### src/rtl/mem_wb_pkg.sv
// Shared pipeline definitions for the MEM/WB boundary: load-size codes and the hard-wired zero register.
package mem_wb_pkg;
  typedef enum logic [1:0] {
    TAM_WORD = 2'b00,
    TAM_HALF = 2'b01,
    TAM_BYTE = 2'b10
  } tam_carga_e;

  localparam logic [4:0] REG_CERO = 5'd0;
endpackage

### src/rtl/mem_wb_extractor_carga.sv
// Big-endian lane select plus sign/zero extension of a loaded word; also flags misaligned accesses.
module extractor_carga
  import mem_wb_pkg::*;
(
  input  logic [1:0]  tam,
  input  logic        signo,
  input  logic [1:0]  offset,
  input  logic [31:0] dato,
  output logic [31:0] valor,
  output logic        desalineado
);
  logic [7:0]  b;
  logic [15:0] h;

  always_comb begin
    b           = 8'h00;
    h           = 16'h0000;
    valor       = dato;
    desalineado = 1'b0;
    // offset 0 is the most significant lane
    case (offset)
      2'd0:    b = dato[31:24];
      2'd1:    b = dato[23:16];
      2'd2:    b = dato[15:8];
      default: b = dato[7:0];
    endcase
    h = offset[1] ? dato[15:0] : dato[31:16];
    case (tam_carga_e'(tam))
      TAM_HALF: begin
        valor       = {{16{signo & h[15]}}, h};
        desalineado = offset[0];
      end
      TAM_BYTE: valor = {{24{signo & b[7]}}, b};
      default:  desalineado = (offset != 2'd0);
    endcase
  end
endmodule

### src/rtl/mem_wb.sv
// MEM/WB pipeline register: selects load/ALU write data, gates the register write, counts retirements.
module mem_wb
  import mem_wb_pkg::*;
(
  input  logic        clk,
  input  logic        reset_n,
  input  logic        stall,
  input  logic        flush,
  input  logic        valid_MEM,
  input  logic        reg_escribir_MEM,
  input  logic        mem_a_reg_MEM,
  input  logic [1:0]  tam_carga_MEM,
  input  logic        carga_signo_MEM,
  input  logic [31:0] alu_resultado_MEM,
  input  logic [31:0] dato_memoria_MEM,
  input  logic [4:0]  registro_destino_MEM,
  output logic        reg_escribir_WB,
  output logic [31:0] write_data_WB,
  output logic [4:0]  registro_destino_WB,
  output logic        valid_WB,
  output logic        desalineado_WB,
  output logic [31:0] contador_retiradas
);
  logic [31:0] valor_carga;
  logic        desal_carga;
  logic        desal_n;
  logic        we_n;

  extractor_carga u_ext (
    .tam         (tam_carga_MEM),
    .signo       (carga_signo_MEM),
    .offset      (alu_resultado_MEM[1:0]),
    .dato        (dato_memoria_MEM),
    .valor       (valor_carga),
    .desalineado (desal_carga)
  );

  // misalignment only matters for real memory loads
  assign desal_n = valid_MEM & mem_a_reg_MEM & desal_carga;
  assign we_n    = valid_MEM & reg_escribir_MEM & (registro_destino_MEM != REG_CERO) & ~desal_n;

  always_ff @(posedge clk or negedge reset_n) begin
    if (!reset_n) begin
      reg_escribir_WB     <= 1'b0;
      write_data_WB       <= '0;
      registro_destino_WB <= '0;
      valid_WB            <= 1'b0;
      desalineado_WB      <= 1'b0;
      contador_retiradas  <= '0;
    end else begin
      // the instruction sitting in WB retires when it is allowed to leave
      if (valid_WB && !stall && !flush)
        contador_retiradas <= contador_retiradas + 32'd1;
      if (flush) begin
        reg_escribir_WB     <= 1'b0;
        write_data_WB       <= '0;
        registro_destino_WB <= '0;
        valid_WB            <= 1'b0;
        desalineado_WB      <= 1'b0;
      end else if (!stall) begin
        reg_escribir_WB     <= we_n;
        write_data_WB       <= mem_a_reg_MEM ? valor_carga : alu_resultado_MEM;
        registro_destino_WB <= registro_destino_MEM;
        valid_WB            <= valid_MEM;
        desalineado_WB      <= desal_n;
      end
    end
  end
endmodule

### config.mk
export PLATFORM = sky130hd
export DESIGN_NAME = mem_wb
export DESIGN_NICKNAME = d
export VERILOG_FILES = /design/src/rtl/mem_wb_pkg.sv /design/src/rtl/mem_wb_extractor_carga.sv /design/src/rtl/mem_wb.sv
export SDC_FILE = /design/constraint.sdc
export NUM_CORES = 1
export LEC_CHECK = 0
export CAP_MARGIN = 10
export CORE_ASPECT_RATIO = 0.6
export CORE_UTILIZATION = 34
export DETAILED_ROUTE_END_ITERATION = 16
export GPL_TIMING_DRIVEN = 0
export SKIP_CTS_REPAIR_TIMING = 1
export SYNTH_ARGS = -nofsm -noshare
export SYNTH_HDL_FRONTEND = slang
export SYNTH_SLANG_ARGS = --single-unit
export TNS_END_PERCENT = 1
### constraint.sdc
create_clock -name clk -period 3.36 [get_ports clk]
set_clock_uncertainty 0.05 [all_clocks]
set_input_delay 0.84 -clock clk [delete_from_list [all_inputs] [get_ports clk]]
set_output_delay 0.84 -clock clk [all_outputs]
set_load 0.01 [all_outputs]
==> out/metrics.yaml, run 1 <==
global_route:
  gr-max-usage-layer: "met1"
  grt_max_degree: 47
  grt_use_met1: 0.3434
  antenna_found_initial: 1
  met2_usage: 0.3326
  grt_pass1_vias: 3924
  grtUsageTotal: 0.2348
  grt_overflow: 0
  grtUsageMet3: 0.06022
  grt_pass1_wl_um: 21600
synthesis:
  ys_seq_area_frac: 0.4449
  synth.distinct_cells: 55
  synth_compound_area_frac: 0.1832
  synth_top_family_by_area: "simple AND/OR/NAND/NOR gates"
  syn_area_per_cell_um2: 9.689
  yosysTopAreaCellShare: 0.4449
  async_reset_ff_frac: 1.000
  synth-xor-area-share: 0.06704
  ys.flop_type: "dfrtp_1"
  synth-seq-cells: 72
  synth_fa_ha_area_frac: 0.009268
  synthesis.area_um2: 4050
  syn_nets: 500
  yosys_warnings: 0
  synthMuxAreaShare: 0.04294
  synth_simple_gate_area_share: 0.1949
  synth_cells: 418
  post-synth-top-area-cell: "dfrtp_1"
  synth-edff-count: 0
  synth.area.top_cells: "dfrtp_1, xnor2_1, o21ai_0"
setup_path:
  startpoint_type: "primary input"
  startpoint: "tam_carga_MEM[0]"
  r2r-start: "contador_retiradas[0]"
  crit_type: "primary input to register"
  crit_path_end: "write_data_WB[20]"
  critPathMaxFanout: 10
  end_kind: "register"
  r2r_slack_ps: 1250
  r2r-end: "contador_retiradas[30]"
  cp.required_ps: 3550
  cp.arrival_ps: 3270
  ff2ff_path_depth: 5
timing:
  worstMarginPinSlew_ps: 872.8
  rsz0062_at_grt: "false"
  hold_viol: 0
  fin_crit_ps: 3079
  slew_headroom: 0.4128
  setup_ws_ps: 281.2
  setup_viol: 0
  finalMaxSlewViolations: 0
  clock.fmax_mhz: 324.8
  fin_crit_sh: 0.9163
layout:
  layout_commonest_cell: "clkdlybuf4s50_1"
  layout.nets: 659
  register_area_um2: 1802
  antennaDiodeCount: 0
  areaGrowthSynthToFinish_pct: 49.27
  post_route_cells_drive_above_1_share: 0.07732
  n_fill_cell: 1080
  multi_input_area_um2: 2014
  mostFrequentLayoutCells: "clkdlybuf4s50_1, dfrtp_1, nor2_1"
place:
  pre_cts_ws_ps: 41.71
  gp_congestion: 0.9230
  post-dp-hpwl_um: 10810
  io_buffer_count: 147
floorplan:
  fp.dieH_um: 86.54
  io_pins: 151
  die_w_um: 142.9
  die_area_um2: 12370
  row_count: 30
  core_um2: 11450
  initial_utilization: 0.3538
cts:
  cts_buffers: 9
  cts_buffer_depth: 2
  cts-root-buf: "clkbuf_16"
  path_clk_slew_ps: 60
  worst_skew_pair.late_latency_ps: 330
  htreeDepth: 3
  cts_tree: "yes"
  clock_sinks: 72
drt:
  dr.pass1.iters: 5
  vias: 4026
  wirelength_um: 14040
  wl_per_cell_um: 18.92
  drc: 0
  drtIter0Drc: 309
  postRouteAntennaNets: 0
  via_per_inst: 5.426
power:
  power.leakage_nw: 2.483
  total_power_w: 0.002451
  ir_worst_vdd_v: 0.0002698
  p_per_area_nw_per_um2: 405.4
outcome:
  outcome: "finished, final reports clean"
worst_hold_path:
  worstHoldPathType: "primary input to async pin"
flow_run:
  max-cap-violations: 0
-- Yosys cell counts, types with 5 or more instances --
cell / n
mux2i_1: 14
o32ai_1: 6
nor3_1: 8
nor3_2: 5
xnor2_1: 23
a211oi_1: 8
nand4_1: 10
a2111oi_0: 6
a221oi_1: 6
inv_1: 24
a31oi_1: 8
nand2_1: 25
a221o_1: 7
and3_1: 12
a22oi_1: 17
nand3_1: 10
dfrtp_1: 72
buf_2: 7
nor2_1: 37
nand2b_1: 7
clkbuf_1: 14
xor2_1: 8
o21ai_0: 29
-- power breakdown --
group          switching, W  internal, W  total, W
Combinational      0.000244     0.000260  0.000504
Sequential        0.0000447     0.000919  0.000964
Clock              0.000389     0.000595  0.000983
-- sequential cells by signal, summed over array words and instances, names as in the netlist --
register and flops:
contador_retiradas 32, write_data_WB 32, registro_destino_WB 5, desalineado_WB 1, reg_escribir_WB 1, valid_WB 1
-- final cells by class --
cell class,count,share of cell area
multi-input combinational,294,0.3332
sequential,72,0.2980
timing repair buffer,148,0.2475
clock buffer,11,0.04015
tap,160,0.03311
buffer,28,0.02380
inverter,24,0.01490
clock inverter,5,0.009313
-- worst max-delay path, cell delays in order --
cell             delay, ps
clkdlybuf4s50_1        480
inv_1                   50
ha_1                   450
inv_1                  280
clkbuf_1               410
clkbuf_1               480
nor2_1                  90
o21ai_0                190
-- metal layers --
| layer | vias to the layer above | part of all wire |
|---|---|---|
| li1 | 1856 | - |
| met1 | 2007 | 0.50 |
| met2 | 147 | 0.42 |
| met3 | 16 | 0.071 |
| met4 | 0 | 0.014 |
| met5 | - | 0 |
-- metrics by stage --
step                      cells  setup TNS, ps  hold WS [ps]    util  cell area, µm²
final                       742              0         368.4  0.5281            6046
after global routing        742              0         392.4  0.5281            6046
after CTS                   742              0         375.4  0.5281            6046
after detailed placement    726              0         416.3  0.5020            5747
after global placement      725         -93380         413.1  0.4998            5722
after floorplan             418              0         457.4       -            4050
-- kinds of logic after synthesis --
logic type               count (synthesis)
XOR/XNOR                                31
multiplexers                            17
adder cells (fa/ha/maj)                  3
AND/OR/NAND/NOR                        139
AO/OA/AOI/OAI                          104
buffers and inverters                   52
flip-flops                              72
-- worst min path at each step --
| stage | startpoint | to | depth (start not counted) |
|---|---|---|---|
| 5_1_grt | reset_n | write_data_WB[16] | 1 |
| 2_1_floorplan | contador_retiradas[31] | contador_retiradas[31] | 1 |
| 4_1_cts | reset_n | write_data_WB[16] | 1 |
| 3_3_place_gp | contador_retiradas[31] | contador_retiradas[31] | 1 |
| 3_5_place_dp | contador_retiradas[31] | contador_retiradas[31] | 1 |
| 6_report | reset_n | write_data_WB[16] | 1 |
Note: power is estimated with default switching activity, not from simulation.
==> run 2: changes to the inputs <==
--- a/config.mk
+++ b/config.mk
@@ -11,3 +11,3 @@
 export DETAILED_ROUTE_END_ITERATION = 16
-export GPL_TIMING_DRIVEN = 0
+export GPL_ROUTABILITY_DRIVEN = 0
 export SKIP_CTS_REPAIR_TIMING = 1
==> constraint.sdc (replaced) <==
create_clock -name clk -period 3.36 [get_ports clk]
set_clock_uncertainty 0.05 [all_clocks]
set_input_delay 0.504 -clock clk [delete_from_list [all_inputs] [get_ports clk]]
set_output_delay 0.504 -clock clk [all_outputs]
set_load 0.01 [all_outputs]
==> run 2 against run 1 <==
  * Final area is 0.83% lower
  * Global-route usage is 1.2 points lower
  * Sequential power hardly changed
  * Final cell count is 2.0% lower
  * Register-to-register slack better by 20 ps
  * Clock power hardly changed
  * Critical path type unchanged
  * Total power is 0.26% lower
  * Non-clock buffer count is 15 lower
  * Largest cell class unchanged
  * Flip-flop and latch count stayed put
  * Clock-buffer cell count stayed put
  * Highest routed layer unchanged
  * Fmax is 15% higher
==> out/metrics.yaml, run 2 (synthesized netlist as in run 1, its figures left out) <==
floorplan:
  die_area_um2: 12370  # unchanged
  row_count: 30  # unchanged
  initial_utilization: 0.3538  # unchanged
  io_pins: 151  # unchanged
  die_w_um: 142.9  # unchanged
  fp.dieH_um: 86.54  # unchanged
  core_um2: 11450  # unchanged
drt:
  wirelength_um: 13380  # was 14040 µm
  drc: 0  # unchanged
  wl_per_cell_um: 18.41  # was 18.92 µm
  vias: 3932  # was 4026
  postRouteAntennaNets: 0  # unchanged
  via_per_inst: 5.409  # was 5.426
  dr.pass1.iters: 5  # unchanged
  drtIter0Drc: 229  # was 309
timing:
  clock.fmax_mhz: 373.2  # was 324.8 MHz
  fin_tns_setup_ps: 0  # unchanged
  setup_viol: 0  # unchanged
  finalMaxSlewViolations: 0  # unchanged
  hold-worst-slack_ps: 252.8  # was 368.4 ps
  rsz0062_at_grt: "false"  # unchanged
  fin_crit_sh: 0.7975  # was 0.9163
  worstMarginPinSlew_ps: 1164  # was 872.8 ps
  fin_crit_ps: 2680  # was 3079 ps
  slew_headroom: 0.2196  # was 0.4128
  hold_viol: 0  # unchanged
setup_path:
  critPathMaxFanout: 13  # was 10
  r2r_slack_ps: 1270  # was 1250 ps
  r2r-start: "valid_WB"  # was contador_retiradas[0]
  ff2ff_path_depth: 4  # was 5
  cp.arrival_ps: 2830  # was 3270 ps
  end_kind: "register"  # unchanged
  r2r-end: "contador_retiradas[21]"  # was contador_retiradas[30]
  crit_type: "primary input to register"  # unchanged
  startpoint_type: "primary input"  # unchanged
  cp.required_ps: 3510  # was 3550 ps
layout:
  layout_commonest_cell: "clkdlybuf4s50_1"  # unchanged
  antennaDiodeCount: 0  # unchanged
  post_route_cells_drive_above_1_share: 0.07937  # was 0.07732
  n_fill_cell: 1032  # was 1080
  areaGrowthSynthToFinish_pct: 48.04  # was 49.27%
  mostFrequentLayoutCells: "clkdlybuf4s50_1, dfrtp_1, nor2_1"  # unchanged
  largestRegisters: "contador_retiradas: 32 flops, write_data_WB: 32 flops, registro_destino_WB: 5 flops"  # unchanged
  layout.nets: 644  # was 659
place:
  io_buffer_count: 150  # was 147
  post-dp-hpwl_um: 9912  # was 10810 µm
power:
  p_per_area_nw_per_um2: 407.7  # was 405.4 nW/µm²
  clkPwrFrac: 0.404  # was 0.401
  switching_share: 0.2670  # was 0.2764
  pwr-share-seq: 0.395  # was 0.393
  internal-power_w: 0.001792  # was 0.001773 W
  p_comb_frac: 0.201  # was 0.206
  p_switching_w: 0.0006527  # was 0.0006773 W
  power.leakage_nw: 2.465  # was 2.483 nW
  ir_worst_vdd_v: 0.0002516  # was 0.0002698 V
flow_run:
  max-cap-violations: 0  # unchanged
cts:
  cts_buffer_depth: 2  # unchanged
  cts-root-buf: "clkbuf_16"  # unchanged
  cts_tree: "yes"  # unchanged
  cts_buffers: 9  # unchanged
  htreeDepth: 3  # unchanged
  worst_skew_pair.late_latency_ps: 330  # about the same
  path_clk_slew_ps: 60  # about the same
  clock_sinks: 72  # unchanged
global_route:
  grt_overflow: 0  # unchanged
  grtUsageTotal: 0.2225  # was 0.2348
  grt_pass1_vias: 3758  # was 3924
  grt_pass1_wl_um: 20740  # was 21600 µm
  antenna_found_initial: 0  # was 1
  grt_max_degree: 73  # was 47
outcome:
  outcome: "finished, final reports clean"  # unchanged
worst_hold_path:
  worstHoldPathType: "primary input to async pin"  # unchanged
run 2: worst max-delay path by stage:
stage                           from                endpoint  cells past startpoint
floorplan                      stall  contador_retiradas[20]                      6
detailed placement  tam_carga_MEM[0]        write_data_WB[3]                      6
global route        tam_carga_MEM[0]        write_data_WB[4]                      6
finish              tam_carga_MEM[0]        write_data_WB[3]                      6
global placement    tam_carga_MEM[0]        write_data_WB[4]                      6
CTS                 tam_carga_MEM[0]        write_data_WB[3]                      6
run 2: area by class of cell:
| type | instances | area [µm²] | share of cell area |
|---|---|---|---|
| Clock buffer | 11 | 252.7 | 0.04215 |
| Sequential cell | 72 | 1802 | 0.3005 |
| Tap cell | 160 | 200.2 | 0.03339 |
| Inverter | 24 | 90.09 | 0.01503 |
| Multi-Input combinational cell | 294 | 2014 | 0.3360 |
| Timing Repair Buffer | 161 | 1582 | 0.2638 |
| Clock inverter | 5 | 55.05 | 0.009182 |
run 2: layer usage:
metal | global-route usage | share of wire
met5 | 0 | 0
met4 | 0.05767 | 0.0074
met3 | 0.04917 | 0.079
met2 | 0.3175 | 0.42
met1 | 0.3351 | 0.49
run 2: through the flow:
step           cell area (µm²)  worst slack, ps    util  std cells  total power (W)
2_1_floorplan             4050             1428       -        418         0.001179
3_3_place_gp              5688            551.3  0.4968        711         0.001464
3_5_place_dp              5688            376.6  0.4968        711         0.001471
4_1_cts                   5996            739.5  0.5237        727         0.002472
5_1_grt                   5996            524.4  0.5237        727         0.002561
6_report                  5996            680.2  0.5237        727         0.002444
run 2: power groups by stage:
stage          Sequential (W)  Combinational [W]  Clock [W]
5_1_grt              0.000972           0.000533    0.00106
3_5_place_dp         0.000981           0.000489          0
3_3_place_gp         0.000980           0.000483          0
4_1_cts              0.000966           0.000492    0.00101
6_report             0.000966           0.000492   0.000986
2_1_floorplan        0.000996           0.000183          0
run 2: worst max-delay path, stage by stage:
cell and delay [ps]:
clkdlybuf4s50_1 480, ha_1 520, a21oi_2 60, o21ai_0 650, a221oi_1 170, a2111oi_0 430
==> run 3: changes to the inputs <==
- clock period: 3.36 -> 2.8 ns (I/O delays scaled with it)
==> run 3 against run 2 <==
  * Flip-flop and latch count unchanged
  * Final area rose by 0.25%
  * Via count fell by 1.4%
  * Core utilization rose by 0.13 points
  * Global-route usage barely moved
  * Wire length down 0.94%
==> out/metrics.yaml, run 3 (synthesized netlist as in run 1, its figures left out) <==
setup_path:
  r2r_slack_ps: 890  # was 1270 ps
  cp.arrival_ps: 2420  # was 2830 ps
  end_kind: "register"  # unchanged
  cp.required_ps: 2910  # was 3510 ps
  critPathMaxFanout: 16  # was 13
  path_cells: "clkdlybuf4s50_1 > buf_4 > nor3b_1 > a32o_1 > a31oi_2 > o21ai_0"  # was clkdlybuf4s50_1 > ha_1 > a21oi_2 > o21ai_0 > a221oi_1 > a2111oi_0
  r2r-start: "contador_retiradas[0]"  # was valid_WB
  crit_type: "primary input to register"  # unchanged
  startpoint_type: "primary input"  # unchanged
  max_stage_delay_ps: 610  # was 650 ps
  crit_path_end: "write_data_WB[22]"  # was write_data_WB[3]
  slowest_stage: "clkdlybuf4s50_1"  # was o21ai_0
  r2r-end: "contador_retiradas[20]"  # was contador_retiradas[21]
  ff2ff_path_depth: 5  # was 4
  startpoint: "flush"  # was tam_carga_MEM[0]
drt:
  postRouteAntennaNets: 0  # unchanged
  drtIter0Drc: 270  # was 229
  dr.pass1.iters: 5  # unchanged
  via_per_inst: 5.288  # was 5.409
  wl_per_cell_um: 18.09  # was 18.41 µm
  vias: 3876  # was 3932
  wirelength_um: 13260  # was 13380 µm
  drc: 0  # unchanged
global_route:
  grt_pass1_vias: 3910  # was 3758
  grt_pass1_wl_um: 21020  # was 20740 µm
  gr-max-usage-layer: "met1"  # unchanged
  grt_overflow: 0  # unchanged
  met2_usage: 0.3228  # was 0.3175
  antenna_found_initial: 0  # unchanged
  grtUsageMet3: 0.05083  # was 0.04917
  grtUsageTotal: 0.2222  # was 0.2225
  grt_use_met1: 0.3316  # was 0.3351
  grt_max_degree: 73  # unchanged
timing:
  slew_headroom: 0.2381  # was 0.2196
  fin_tns_setup_ps: 0  # unchanged
  hold-worst-slack_ps: 189.4  # was 252.8 ps
  fin_crit_ps: 2307
  finalMaxSlewViolations: 0  # unchanged
  rsz0062_at_grt: "false"  # unchanged
  hold_viol: 0  # unchanged
  worstMarginPinSlew_ps: 1137  # was 1164 ps
  fin_crit_sh: 0.8240
  clock.fmax_mhz: 433.4
  setup_viol: 0  # unchanged
layout:
  layout.nets: 650  # was 644
  final_cell_area_um2: 6011  # was 5996 µm²
  post_route_cells_drive_above_1_share: 0.08726  # was 0.07937
  antennaDiodeCount: 0  # unchanged
  mostFrequentLayoutCells: "clkdlybuf4s50_1, dfrtp_1, nor2_1"  # unchanged
  largestRegisters: "contador_retiradas: 32 flops, write_data_WB: 32 flops, registro_destino_WB: 5 flops"  # unchanged
  layout_commonest_cell: "clkdlybuf4s50_1"  # unchanged
  areaGrowthSynthToFinish_pct: 48.41  # was 48.04%
floorplan:
  initial_utilization: 0.3538  # unchanged
  core_um2: 11450  # unchanged
  row_count: 30  # unchanged
  die_area_um2: 12370  # unchanged
  die_w_um: 142.9  # unchanged
  io_pins: 151  # unchanged
  fp.dieH_um: 86.54  # unchanged
worst_hold_path:
  worstHoldPathType: "primary input to async pin"  # unchanged
cts:
  htreeDepth: 3  # unchanged
  worst_skew_pair.late_latency_ps: 330  # about the same
  cts_buffers: 9  # unchanged
  path_clk_slew_ps: 60  # about the same
  clock_sinks: 72  # unchanged
  cts_buffer_depth: 2  # unchanged
  cts_tree: "yes"  # unchanged
  cts-root-buf: "clkbuf_16"  # unchanged
place:
  post-dp-hpwl_um: 10010  # was 9912 µm
  place_area_um2: 5746  # was 5688 µm²
  io_buffer_count: 150  # unchanged
power:
  ir_worst_vdd_v: 0.0003441  # was 0.0002516 V
  power.leakage_nw: 2.485  # was 2.465 nW
  p_per_area_nw_per_um2: 465.0  # was 407.7 nW/µm²
outcome:
  outcome: "finished, final reports clean"  # unchanged
flow_run:
  max-cap-violations: 0  # unchanged
[run 3: changes by cell type in the layout (fill, tap and decap cells not counted), sizes merged]
cell      delta
bufinv       -1
clkinvlp     -1
clkbuf       -1
buf          +6
clkinv       +3
[run 3: per-layer routing]
metal	wire length, µm	vias up
li1	-	1835
met1	6598	1898
met2	5692	137
met3	897	6
met4	70	0
met5	0	-
[run 3: area by class of cell]
cell class | instances | area (µm²)
fillers | 1053 | 5438
repair buffers | 167 | 1639
flip-flops and latches | 72 | 1802
clock buffers | 10 | 229.0
inverters | 24 | 90.09
clock inverters | 6 | 36.28
multi-input cells | 294 | 2014
well taps | 160 | 200.2
[run 3: worst min path at each step]
stage                                 from                      to  slack [ps]  depth (start not counted)
finish                             reset_n       write_data_WB[31]         190                          1
global route                       reset_n       write_data_WB[31]         260                          1
CTS                                reset_n       write_data_WB[31]         230                          1
detailed placement  contador_retiradas[31]  contador_retiradas[31]         420                          1
global placement    contador_retiradas[31]  contador_retiradas[31]         410                          1
floorplan                          reset_n   contador_retiradas[0]          70                          0
[run 3: per-stage QoR]
step | power (W) | std cells | setup slack, ps | util
finish | 0.002795 | 733 | 492.8 | 0.5250
CTS | 0.002835 | 733 | 500.3 | 0.5250
floorplan | 0.001415 | 418 | 951.5 | -
global route | 0.002927 | 733 | 225.2 | 0.5250
detailed placement | 0.001777 | 717 | 154.4 | 0.5019
global placement | 0.001765 | 717 | 227.5 | 0.5019
[run 3: worst max-delay path: cells and delay by family]
family | cells | cell delay, ps
AO/OA/AOI/OAI | 3 | 1050
buffers and inverters | 2 | 850
AND/OR/NAND/NOR | 1 | 90
[run 3: report_power, final]
part / switching (W) / internal [W]
combinational: 0.000281 / 0.000320
sequential: 0.0000548 / 0.00110
clock: 0.000442 / 0.000595
total: 0.000778 / 0.00202
==> edit 1, RTL diff (flow settings as in run 3) <==
Reset style: synchronous (`reset_n`), changed in one clocked block.
--- a/src/rtl/mem_wb.sv
+++ b/src/rtl/mem_wb.sv
@@ -39,7 +39,7 @@
   assign desal_n = valid_MEM & mem_a_reg_MEM & desal_carga;
   assign we_n    = valid_MEM & reg_escribir_MEM & (registro_destino_MEM != REG_CERO) & ~desal_n;
 
-  always_ff @(posedge clk or negedge reset_n) begin
+  always_ff @(posedge clk) begin
     if (!reset_n) begin
       reg_escribir_WB     <= 1'b0;
       write_data_WB       <= '0;
Check against the original RTL: differs if reset_n is asserted again (counterexample within 4 cycles, from zero or initial values and one cycle with reset_n low); with reset_n held inactive, the same outputs for 10 cycles.
==> edit 1 against run 3 <==
The flow now finishes with violations (design-rule violations). Power is 0.99% higher. Final area is 3.1% lower. Routed wire length is 5.0% lower. Worst setup slack better by 0.17 ns. Sequential cell count stayed put. Count of clock-buffer cells in the layout is 1 higher. Synthesized cell count is 8.4% higher. Combinational power is 30% lower. Die area is 6.1% lower. Area after synthesis is 6.2% lower. Critical path type unchanged. Critical endpoint is now write_data_WB[0]$_SDFFE_PP0N_.
==> edit 1: results (changes against run 3) <==
Adder-Cell Fraction of Synth Area=0.988% (was 0.927%); fin nets=683 (was 650); met3 Usage GRT=6.54% (was 5.08%); Routed met3 length=964 microns (was 897 microns); initial antenna violation count=0 (unchanged); Worst Setup SP=tam_carga_MEM[0] (was flush); Crit path largest cell delay=0.51 ns (was 0.61 ns); share of flip-flops with an asynchronous set or reset=0% (was 100%); Synth Area in XOR/XNOR=6.46% (was 6.70%); syn_area_per_cell=8.38 sq um (was 9.69 sq um); Leak=2.09 nW (was 2.48 nW); DP Cell Count=728 (was 717); outcome=finished, violations left (was complete, no violations); top post-synthesis cells by count=72 x dfxtp_1, 41 x nand2_1, 39 x nor2_1, 29 x and2_1, 25 x o21ai_0 (was 72 x dfrtp_1, 37 x nor2_1, 29 x o21ai_0, 25 x nand2_1, 24 x inv_1); GR Layer Usage met2=31.9% (was 32.3%); global-route wire length before repair=20,400 microns (was 21,000 microns); Slowest cell on crit path=clkdlybuf4s50_1 (unchanged); largest net degree at the start of global routing=48 (was 73); metal2 WL=5200 microns (was 5690 microns); CTS buffer count=9 (unchanged); M1 WL=6320 microns (was 6600 microns); Synth cell types=48 (was 55); syn nets=535 (was 500); failing checks=design-rule violations; maximum vdd drop=287 uV (was 344 uV); Max transition margin=51.3% (was 23.8%); drt first pass iters=11 (was 5); latest clock arrival within the worst-skew pair=0.34 ns; number of vias per cell=5.34 (was 5.29); detailed placement HPWL=9630 microns (was 10,000 microns); Synth Flop Type=dfxtp_1 (was dfrtp_1); Synth Area in Compound Gates=22.4% (was 18.3%); CP max FO=8 (was 16); # DRC=20 (was 0); Synth warnings=0 (unchanged); met1 Track Usage GR=32.4% (was 33.2%); vias in the first global route=3,831 (was 3,910); most area-consuming cells after synthesis=dfxtp_1 38%, xnor2_1 5.3%, o2111ai_1 5.1% (was dfrtp_1 44%, xnor2_1 5.0%, o21ai_0 3.6%); sequential-to-total area share from yosys stat=38.0% (was 44.5%); mux contribution to synthesized area=4.45% (was 4.29%); IO buf count=150 (unchanged); reg2reg start=contador_retiradas[10]$_SDFFE_PN0P_ (was contador_retiradas[0]$_DFFE_PN0P_); gr usage total=22.4% (was 22.2%); family with the most delay on the worst path=buffers and inverters (was compound AO/OA/AOI/OAI gates); final WL=12,600 microns (was 13,300 microns); ant diodes=0 (unchanged); fraction of layout instances using a drive strength above 1=8.42% (was 8.73%); placed cell area=5470 sq um (was 5750 sq um); Wirelength per Cell=16.9 microns (was 18.1 microns); initial DRC count=285 (was 270); HP Class=flop to flop (was input pin to asynchronous set/reset pin)
edit 1: cell types whose count changed after synthesis, moves of 8 or more:
cell       before  now
o211ai_1        1   17
clkbuf_1       14   23
and3_1         12    4
inv_1          24   12
dfxtp_1         0   72
and2_1          3   29
o2111ai_1       1   22
nand2_1        25   41
dfrtp_1        72    0
a21oi_1         4   15
edit 1: worst paths after layout:
path	slack, ns	endpoint	cells after the start
max reg2reg	0.81	contador_retiradas[31]$_SDFFE_PN0P_	5
min	0.42	desalineado_WB$_SDFFE_PP0N_	2
min reg2reg	0.42	desalineado_WB$_SDFFE_PP0N_	2
max	0.66	write_data_WB[0]$_SDFFE_PP0N_	8
edit 1: per-stage QoR:
step	power, mW	hold slack (ns)	setup WS [ns]	utilization, %
final	2.82	0.416	0.664	54.4
after detailed placement	1.50	0.405	0.364	51.1
after CTS	2.85	0.413	0.710	54.4
after global routing	2.94	0.442	0.476	54.4
after floorplan	1.26	0.436	0.794	-
after global placement	1.50	0.405	0.360	51.1
edit 1: power by group:
part | leakage [nW] | internal [mW] | switching (mW)
Clock | 0.170 | 0.895 | 0.443
Combinational | 1.33 | 0.219 | 0.203
Sequential | 0.584 | 1.05 | 0.0137
Total | 2.09 | 2.16 | 0.659
edit 1: cell families after synthesis:
kind of cell | after synthesis
buffers and inverters | 44
and+or+nand+nor | 167
DFF | 72
AOI/OAI and AO/OA | 123
adders and majority gates | 3
xor gates and xnor gates | 28
muxes | 16
edit 1: area by class of cell:
cell class              instances  area (sq um)
clock buffers                  11           243
clock inverters                 5           104
fillers                       988          4880
inverters                      12          45.0
multi-input cells             337          2180
flip-flops and latches         72          1440
well taps                     139           174
repair buffers                169          1630
==> edit 2, RTL diff (settings of run 3) <==
Made on the original files. The package constant `REG_CERO` goes from 5'd0 to 5'd1.
--- a/src/rtl/mem_wb_pkg.sv
+++ b/src/rtl/mem_wb_pkg.sv
@@ -6,6 +6,6 @@
     TAM_BYTE = 2'b10
   } tam_carga_e;
 
-  localparam logic [4:0] REG_CERO = 5'd0;
+  localparam logic [4:0] REG_CERO = 5'd1;
 endpackage
 
Check against the original RTL: not equivalent (a bounded check fails within 4 cycles, from zero or initial values and one cycle with reset_n low).
==> edit 2 against run 3 <==
Count of clock-buffer cells in the layout up 2. Worst setup slack worse by 0.17 ns. Via count down 0.10%. Power up 7.6%. Routed wire length up 0.97%. Sequential cell count unchanged. Combinational power about the same. Hold slack better by 0.0030 ns. Synthesized cell count up 0.24%. Final area up 0.69%. Utilization up 0.36 points. Non-clock buffer count unchanged. Final cell count unchanged. Area after synthesis about the same.
==> edit 2: results (changes against run 3) <==
fill count=1,064 (was 1,053); Worst Slack Setup Final=0.319 ns (was 0.493 ns); outcome=complete, no violations (unchanged); Wirelength per Cell=18.3 microns (was 18.1 microns); initial DRC count=161 (was 270); Synth Area in Compound Gates=18.1% (was 18.3%); Leak=2.51 nW (was 2.48 nW); share of flip-flops with an asynchronous set or reset=100% (unchanged); pre-CTS WS=0.0520 ns (was 0.154 ns); detailed placement HPWL=10,200 microns (was 10,000 microns); CTS buffer count=9 (unchanged); Routed met3 length=726 microns (was 897 microns); Synth Area in XOR/XNOR=6.70% (about the same); gr ovfl total=0 (unchanged); DP Cell Count=718 (was 717); gr usage total=22.6% (was 22.2%); fraction of layout instances using a drive strength above 1=8.73% (unchanged); Adder-Cell Fraction of Synth Area=0.926% (was 0.927%); placed cell area=5730 sq um (was 5750 sq um); worst hold margin=0.192 ns (was 0.189 ns); syn nets=501 (was 500); largest net degree at the start of global routing=73 (unchanged); fin nets=651 (was 650); IO buf count=150 (unchanged); Synth cell types=54 (was 55); Largest regs=contador_retiradas: 32 flops, write_data_WB: 32 flops, registro_destino_WB: 5 flops (unchanged); mux contribution to synthesized area=4.29% (about the same); HP Class=input pin to asynchronous set/reset pin (unchanged); r2r setup slk=0.88 ns; reg2reg start=contador_retiradas[0]$_DFFE_PN0P_ (unchanged); H-tree lvl count=3 (unchanged); worst reg2reg path depth=5 (unchanged); Slowest cell on crit path=a2111oi_0 (was clkdlybuf4s50_1); Max transition margin=25.2% (was 23.8%); final WL=13,400 microns (was 13,300 microns); initial antenna violation count=0 (unchanged); top post-synthesis cells by count=72 x dfrtp_1, 37 x nor2_1, 29 x o21ai_0, 26 x nand2_1, 24 x inv_1 (was 72 x dfrtp_1, 37 x nor2_1, 29 x o21ai_0, 25 x nand2_1, 24 x inv_1); CP max FO=7 (was 16); CP arrival=2.68 ns (was 2.42 ns); GR Layer Usage met2=33.9% (was 32.3%); met1 Track Usage GR=33.3% (was 33.2%); global-route wire length before repair=21,300 microns (was 21,000 microns); M1 WL=6760 microns (was 6600 microns); most area-consuming cells after synthesis=dfrtp_1 44%, xnor2_1 5.0%, o21ai_0 3.6% (unchanged); clock root cell=clkbuf_16 (unchanged); reg2reg end=contador_retiradas[20]$_DFFE_PN0P_ (unchanged); Crit path largest cell delay=0.67 ns (was 0.61 ns); Syn Inst Count=419 (was 418); number of vias per cell=5.28 (was 5.29); Setup crit end=write_data_WB[11]$_DFFE_PN0P_ (was write_data_WB[22]$_DFFE_PN0P_); ant diodes=0 (unchanged); metal2 WL=5780 microns (was 5690 microns); Max clock buf depth=2 (unchanged); met3 Usage GRT=4.59% (was 5.08%); maximum vdd drop=261 uV (was 344 uV); vias in the first global route=4,001 (was 3,910); Worst Setup SP=tam_carga_MEM[0] (was flush); sequential-to-total area share from yosys stat=44.4% (was 44.5%)
## edit 2: cell count changes after synthesis
cell,run 3,this run
buf_1,3,1
buf_2,7,8
clkbuf_1,14,15
nand2_1,25,26
nand2b_1,7,8
nor4_1,1,2
o211ai_1,1,0
or3_1,3,2
## edit 2: final cells by class
cell class,instances,area (sq um),share of cell area [%]
sequential,72,1800,29.8
clock buffer,12,256,4.24
inverter,24,90.1,1.49
clock inverter,3,65.1,1.08
tap,160,200,3.31
timing repair buffer,167,1620,26.8
multi-input combinational,295,2020,33.3
## edit 2: power by group
| group | switching [mW] | total (mW) | internal (mW) |
|---|---|---|---|
| sequential | 0.0550 | 1.16 | 1.10 |
| combinational | 0.284 | 0.601 | 0.317 |
| clock | 0.426 | 1.25 | 0.823 |
| total | 0.765 | 3.01 | 2.24 |
## edit 2: worst max-delay path, delay by kind of cell
kind	cells	cell delay, ns
adders and majority gates	1	0.32
buffers and inverters	3	0.61
AOI/OAI and AO/OA	2	0.91
and+or+nand+nor	1	0.41
